## src/rtl/regs_mc.sv

```systemverilog
// Multi-channel CSR block: per-channel DATA read FIFO, CTRL, sticky read-to-clear STATUS, START strobe.
// Optional feature: define REGS_MC_WSTRB_EN to honour lb_wstrb on CTRL and START writes.
module regs_mc #(
   parameter int          ADDR_W     = 16,
   parameter int          DATA_W     = 32,
   parameter int          NCH        = 4,
   parameter int          CH_STRIDE  = 'h10,
   parameter int          FIFO_DEPTH = 4,
   parameter logic [15:0] CTRL_RESET = 16'h0100
) (
   input  logic                clk,
   input  logic                rst,
   input  logic [ADDR_W-1:0]   lb_waddr,
   input  logic [DATA_W-1:0]   lb_wdata,
   input  logic                lb_wen,
   input  logic [DATA_W/8-1:0] lb_wstrb,
   output logic                lb_wready,
   input  logic [ADDR_W-1:0]   lb_raddr,
   input  logic                lb_ren,
   output logic [DATA_W-1:0]   lb_rdata,
   output logic                lb_rvalid,
   input  logic [NCH-1:0]      data_push,
   input  logic [NCH*DATA_W-1:0] data_in,
   input  logic [NCH*6-1:0]    status_set,
   output logic [NCH*16-1:0]   ctrl_out,
   output logic [NCH-1:0]      start_pulse
);

   localparam int SH = $clog2(CH_STRIDE);
   localparam int PW = $clog2(FIFO_DEPTH);
   localparam logic [SH-1:0] OFF_DATA   = SH'('h0);
   localparam logic [SH-1:0] OFF_CTRL   = SH'('h4);
   localparam logic [SH-1:0] OFF_STATUS = SH'('h8);
   localparam logic [SH-1:0] OFF_START  = SH'('hC);

   logic [ADDR_W-1:0] w_ch, r_ch;
   logic [SH-1:0]     w_off, r_off;
   logic [1:0]        ctrl_be;
   logic              start_en;
   logic              wstrb_unused, wdata_unused;
   logic [DATA_W-1:0] ch_rword [NCH];
   logic [DATA_W-1:0] rd_val;

   assign w_ch  = lb_waddr >> SH;
   assign w_off = lb_waddr[SH-1:0];
   assign r_ch  = lb_raddr >> SH;
   assign r_off = lb_raddr[SH-1:0];

   assign wstrb_unused = ^lb_wstrb;
   assign wdata_unused = ^lb_wdata[DATA_W-1:16];

`ifdef REGS_MC_WSTRB_EN
   assign ctrl_be  = lb_wstrb[1:0];
   assign start_en = lb_wstrb[0];
`else
   assign ctrl_be  = 2'b11;
   assign start_en = 1'b1;
`endif

   for (genvar g = 0; g < NCH; g++) begin : ch_g
      logic              w_sel, r_sel;
      logic [15:0]       ctrl;
      logic [5:0]        sticky;
      logic              ovf;
      logic              start;
      logic [PW-1:0]     rd_ptr, wr_ptr;
      logic [PW:0]       count;
      logic [DATA_W-1:0] mem [FIFO_DEPTH];
      logic              empty, full, pop, push_ok, overflow, status_rd;
      logic [DATA_W-1:0] rword;

      // Addresses beyond the last channel never match any g, so they fall out as unmapped.
      assign w_sel = (w_ch == ADDR_W'(g));
      assign r_sel = (r_ch == ADDR_W'(g));

      assign empty     = (count == '0);
      assign full      = (count == (PW+1)'(FIFO_DEPTH));
      assign pop       = lb_ren && r_sel && (r_off == OFF_DATA) && !empty;
      assign push_ok   = data_push[g] && (!full || pop);
      assign overflow  = data_push[g] && full && !pop;
      assign status_rd = lb_ren && r_sel && (r_off == OFF_STATUS);

      always_ff @(posedge clk) begin
         if (push_ok) mem[wr_ptr] <= data_in[g*DATA_W +: DATA_W];
      end

      // Set terms are OR-ed in after the read clear so a coincident event survives the clear.
      always_ff @(posedge clk or negedge rst) begin
         if (!rst) begin
            ctrl   <= CTRL_RESET;
            sticky <= '0;
            ovf    <= 1'b0;
            start  <= 1'b0;
            rd_ptr <= '0;
            wr_ptr <= '0;
            count  <= '0;
         end else begin
            if (push_ok) wr_ptr <= wr_ptr + 1'b1;
            if (pop)     rd_ptr <= rd_ptr + 1'b1;
            case ({push_ok, pop})
               2'b10:   count <= count + 1'b1;
               2'b01:   count <= count - 1'b1;
               default: ;
            endcase
            sticky <= (status_rd ? 6'b0 : sticky) | status_set[g*6 +: 6];
            ovf    <= (ovf && !status_rd) || overflow;
            if (lb_wen && w_sel && (w_off == OFF_CTRL)) begin
               if (ctrl_be[0]) ctrl[7:0]  <= lb_wdata[7:0];
               if (ctrl_be[1]) ctrl[15:8] <= lb_wdata[15:8];
            end
            start <= lb_wen && w_sel && (w_off == OFF_START) && lb_wdata[0] && start_en;
         end
      end

      always_comb begin
         rword = '0;
         if (r_sel) begin
            case (r_off)
               OFF_DATA:   if (!empty) rword = mem[rd_ptr];
               OFF_CTRL:   rword = DATA_W'(ctrl);
               OFF_STATUS: rword = DATA_W'({ovf, !empty, sticky});
               default:    ;
            endcase
         end
      end

      assign ch_rword[g]          = rword;
      assign ctrl_out[g*16 +: 16] = ctrl;
      assign start_pulse[g]       = start;
   end

   always_comb begin
      rd_val = '0;
      for (int i = 0; i < NCH; i++) rd_val = rd_val | ch_rword[i];
   end

   // Read data is captured only on a read so it holds between accesses.
   always_ff @(posedge clk or negedge rst) begin
      if (!rst) begin
         lb_wready <= 1'b0;
         lb_rvalid <= 1'b0;
         lb_rdata  <= '0;
      end else begin
         lb_wready <= lb_wen;
         lb_rvalid <= lb_ren;
         if (lb_ren) lb_rdata <= rd_val;
      end
   end

endmodule

```

## config.mk

```make
export PLATFORM = sky130hd
export DESIGN_NAME = regs_mc
export DESIGN_NICKNAME = d
export VERILOG_FILES = /design/src/rtl/regs_mc.sv
export SDC_FILE = /design/constraint.sdc
export NUM_CORES = 1
export LEC_CHECK = 0
export BUFFER_PORTS_ARGS = -buffer_cell sky130_fd_sc_hd__buf_2
export CAP_MARGIN = 20
export CORE_MARGIN = 2
export CORE_UTILIZATION = 50
export DETAILED_ROUTE_END_ITERATION = 16
export GPL_TIMING_DRIVEN = 0
export HOLD_SLACK_MARGIN = 0.1
export PLACE_DENSITY = 0.76
export SYNTH_ARGS = -nofsm -noshare
export SYNTH_HDL_FRONTEND = slang
export SYNTH_SLANG_ARGS = --single-unit
```

## constraint.sdc

```tcl
create_clock -name clk -period 4.3 [get_ports clk]
set_input_delay 1.075 -clock clk [delete_from_list [all_inputs] [get_ports clk]]
set_output_delay 1.075 -clock clk [all_outputs]
set_load 0.05 [all_outputs]
```

* Word-level counts from Yosys, hierarchy flattened
Memory sizes are Yosys's and may differ from the RTL's.
Index checks and enable logic that the tools add are counted.
W data, S select, Z words.
** Storage, ports and cells
- Register bits after elaboration :: 158
- Memory bits (writable) :: 512
- Bits of input ports :: 228
- Logic and storage cells :: 191
- Memories :: 4
** Cells by class
- Add/subtract/negate cells :: 16
- Equality and inequality tests :: 22
- Multiplexer cells :: 28
- Bitwise gates (word level) :: 7
- Reduce and logical (&&, ||, !) cells :: 83
** Memories
- ch_g[0].mem :: words 4, width 32, rd ports 1, clocked after memory_dff 0, wr ports 1, RTL line 68 : logic [DATA_W-1:0] mem [FIFO_DEPTH];
- ch_g[1].mem :: words 4, width 32, rd ports 1, clocked after memory_dff 0, wr ports 1, RTL line 68
- ch_g[2].mem :: words 4, width 32, rd ports 1, clocked after memory_dff 0, wr ports 1, RTL line 68
- ch_g[3].mem :: words 4, width 32, rd ports 1, clocked after memory_dff 0, wr ports 1, RTL line 68
** Operators with widths (count)
- $pmux W32 S3 :: 4
- $mux W32 :: 8
- $or A32 B32 Y32 :: 3
- $eq A12 B2 Y1 const B :: 4
- $logic_and A1 B1 Y1 :: 48
- $logic_not A16 Y1 :: 2
- $eq A12 B1 Y1 const B :: 2
- $mux W6 :: 4
- $or A6 B6 Y6 :: 4
- $pmux W3 S2 :: 4
- $add A2 B1 Y2 const B :: 8
- $logic_not A1 Y1 :: 16
- $add A3 B1 Y3 const B :: 4
- $eq A3 B3 Y1 const B :: 4
- $logic_not A3 Y1 :: 4
- $sub A3 B1 Y3 const B :: 4
- $eq A2 B1 Y1 const B :: 4
- $eq A2 B2 Y1 const B :: 4
- $eq A4 B3 Y1 const B :: 2
- $eq A4 B4 Y1 const B :: 2
- $logic_or A1 B1 Y1 :: 8
- $mux W1 :: 8
- $reduce_bool A2 Y1 :: 4
- $logic_not A4 Y1 :: 1

* Depth between registers and ports, before layout
- Depth after elaboration :: 8
- Mapped depth :: 11
- Gate-level depth less buffers :: 9

* Worst setup path after synthesis
Ideal clock, no wire load.
- Path kind :: input port to flip-flop
- Start point :: input port lb_raddr[13]
- End point :: memory ch_g[1].mem[0][0] (enable)
- Setup time :: 392 ps
- Arrival time :: 3250 ps
- Required time :: 3908 ps
- Slack :: 658 ps
- Stages on the path :: 5
- Cells stage by stage :: nor4_4 nand4b_4 or3_1 a31oi_4 and2_1
** Between the ends
- Cells in the longest elaborated chain, start to end :: 8
** RTL lines
- start, declared :: RTL line 18 : input logic [ADDR_W-1:0] lb_raddr,
- $eq A12 B1 Y1 :: RTL line 74 : assign r_sel = (r_ch == ADDR_W'(g));
- $logic_and A1 B1 Y1 (3 in series) :: RTL line 78 : assign pop = lb_ren && r_sel && (r_off == OFF_DATA) && !empty;
- $logic_or A1 B1 Y1 :: RTL line 79 : assign push_ok = data_push[g] && (!full || pop);
- $logic_and A1 B1 Y1 :: RTL line 79
- $mux W1 :: RTL line 84 : if (push_ok) mem[wr_ptr] <= data_in[g*DATA_W +: DATA_W];
- $mux W1 (implied by the code) :: RTL line 84
- end, declared :: RTL line 68
No other way between the ends.

* Worst setup path in the final report
- Start point :: input port lb_raddr[13]
- End point :: memory ch_g[1].mem[2][16] (enable)
Same word-level chain as after synthesis.

==> run summary <==
CP Depth -> 6
setup tns final -> 0 ns
clock tree from TritonCTS -> built
clk sink count -> 670
RSZ-0062 raised after global routing -> no
Multi-input gate area -> 6870 sq um
Die ar. -> 55200 sq um
slowest stage cell, crit path -> and2_2
Setup Buffers After CTS -> 0
WL/cell -> 27.0 um
Bufs and invs on worst path -> 1
CP Launch Point -> lb_raddr[13]
Worst-Skew Late Latency -> 0.61 ns
Hold WC Path Type -> input pin to asynchronous set/reset pin
Cells after Synth -> 1399
Rel. slew slack -> 37.8%
clk_skew -> 0.0243 ns
Synth cell types -> 73
post-route minimum period -> 3.58 ns
Vias per Instance -> 5.95
initial antenna violation count -> 27
initial DRC count -> 1380
total CTS buffers -> 68
Yosys warning count -> 0
final core area utilization -> 59.5%
drc violations -> 0
Register Area -> 19300 sq um
Critical Path End Type -> flip-flop
vias in the first global route -> 15.4k
Setup CP Type -> input pin to flip-flop
clock tree buffer depth -> 3
Hold Buf Count CTS -> 0
top cell type's share of synthesized area -> 57.6%
Avg Cell Area, Syn -> 19.1 sq um
commonest non-fill, non-tap cell in the layout -> edfxtp_1
number of synthesized register bits -> 670
clk root buf -> clkbuf_16
Total GRT Usage -> 24.7%
R2R cell count -> 5
Pwr Density -> 512 nW/um^2
FMAX -> 279 MHz
Seq/Total Area, Yosys -> 72.5%
Finished Cell Area -> 31300 sq um
total grt overflow -> 0
Core Rows -> 84
CP delay by family, top -> simple AND/OR/NAND/NOR gates
post-detailed-route count of antenna-violating nets -> 0
commonest non-fill, non-tap cells in the layout -> edfxtp_1, buf_2, dfrtp_1
Yosys top cell by area -> edfxtp_1
max incr delay on CP -> 0.83 ns
worst-path cell chain -> buf_2 -> nor4_4 -> nand4b_4 -> or3_1 -> a31oi_4 -> and2_2
GPL Wtd Cong -> 0.916
share of post-route cells with drive strength above 1 -> 37.3%
routed wire length -> 68.1 mm
Setup-failing EPs final -> 0
IO buf count -> 307
Post-synth EDFFs -> 512
Clock transition at path regs -> 0.06 ns
Fill cells -> 3873
DR pass1 iterations -> 7
Tcrit/Tclk final -> 83.4%
worst r2r src -> ch_g[3].rd_ptr[1]
Crit Path Max Fanout -> 32
Reg2Reg Capture Point -> lb_rdata[9]
outcome -> finished clean
fin nets -> 2025
Peak VDD IR -> 0.523 mV
syn_nets -> 1647
mapped cell area -> 26700 sq um
Initial Util -> 50.7%
Die Height -> 235 um
Async S/R FF share, synth -> 23.6%
htree depth -> 3
Slew @ Worst Pin -> 0.933 ns
synth top area cells -> edfxtp_1, dfrtp_1, mux4_2
Worst Path Required -> 4.53 ns
Leak -> 11.4 nW
Post-CTS Resized -> 0
HPWL Detailed -> 48.4 mm
CP arrival -> 3.81 ns
area post-placement -> 29100 sq um
ys flop type -> edfxtp_1
die width -> 235 um
Slew Limit Fails -> 0
vias -> 15.0k
I/O Pins -> 330
setup slack, reg-to-reg -> 1.21 ns
first-pass GRT wire length -> 99.7 mm
final hold viol count -> 0
startpoint class of the critical path -> input pin
MaxCap Viol Count -> 0
largest net degree at the start of global routing -> 85
core area -> 52700 sq um
area grow syn2layout -> 17.5%
-- state kept, by name (all words and copies together), names as in the netlist --
name and cells:
ch_g.count 12, ch_g.ctrl 64, ch_g.mem 512, ch_g.ovf 4, ch_g.rd_ptr 8, ch_g.start 4, ch_g.sticky 24, ch_g.wr_ptr 8
lb_rdata 32, lb_rvalid 1, lb_wready 1
-- metal layers --
metal  vias up  routed length [um]  GRT usage, %  part of all wire [%]
li1       6483                   -             -                     -
met5         -                 229             0                  0.34
met3       148                5800          7.41                   8.5
met1      7700               25800          30.9                    38
met2       667               34000          41.1                    50
met4        36                2200          8.38                   3.2
-- cell usage after synthesis, types with 15 or more instances --
cell type	count
nand2_1	28
clkbuf_1	32
mux4_2	128
dfrtp_1	154
inv_1	28
mux2_2	64
mux2i_1	16
nor2_1	49
edfxtp_1	512
buf_2	23
ha_1	16
a22o_1	32
xnor2_1	17
a22oi_1	56
o21ai_0	18
a221oi_1	25
a21o_1	25
a31oi_1	15
-- kinds of logic after synthesis --
| group | Yosys count | synth area share, % |
|---|---|---|
| buffers and inverters | 102 | 1.87 |
| xor gates and xnor gates | 18 | 0.591 |
| muxes | 208 | 14.1 |
| AOI/OAI and AO/OA | 226 | 6.43 |
| and+or+nand+nor | 155 | 3.48 |
| DFF | 670 | 72.5 |
| adders and majority gates | 20 | 1.05 |
-- how the worst max path moves through the flow --
stage | to | slack [ns]
after floorplan | ch_g[1].mem[0][0] | 0.66
after global placement | ch_g[1].mem[0][27] | -0.45
after detailed placement | ch_g[1].mem[2][27] | 0.10
after CTS | ch_g[1].mem[1][7] | 0.73
after global routing | ch_g[1].mem[1][7] | 0.61
final | ch_g[1].mem[2][16] | 0.72
-- area by class of cell --
class,instances,area share (%)
Timing Repair Buffer,308,5.02
Clock inverter,28,0.974
Buffer,74,1.26
Sequential cell,670,61.7
Multi-Input combinational cell,627,21.9
Clock buffer,92,5.98
Inverter,28,0.335
Antenna cell,10,0.0799
Tap cell,688,2.75
-- where the power goes --
part | leakage, nW | switching [mW] | internal, mW
clock | 1.06 | 2.41 | 3.37
combinational | 3.71 | 1.24 | 0.579
sequential | 6.67 | 0.287 | 8.16
-- metrics by stage --
stage	hold WS [ns]	cells	setup slack, ns	total power, mW
2_1_floorplan	0.450	1399	0.658	9.59
3_3_place_gp	0.459	2394	-0.455	10.3
3_5_place_dp	0.469	2395	0.102	10.4
4_1_cts	0.471	2515	0.728	16.2
5_1_grt	0.488	2519	0.610	16.6
6_report	0.450	2525	0.715	16.0
No activity file was read; power rests on OpenSTA's default activity.
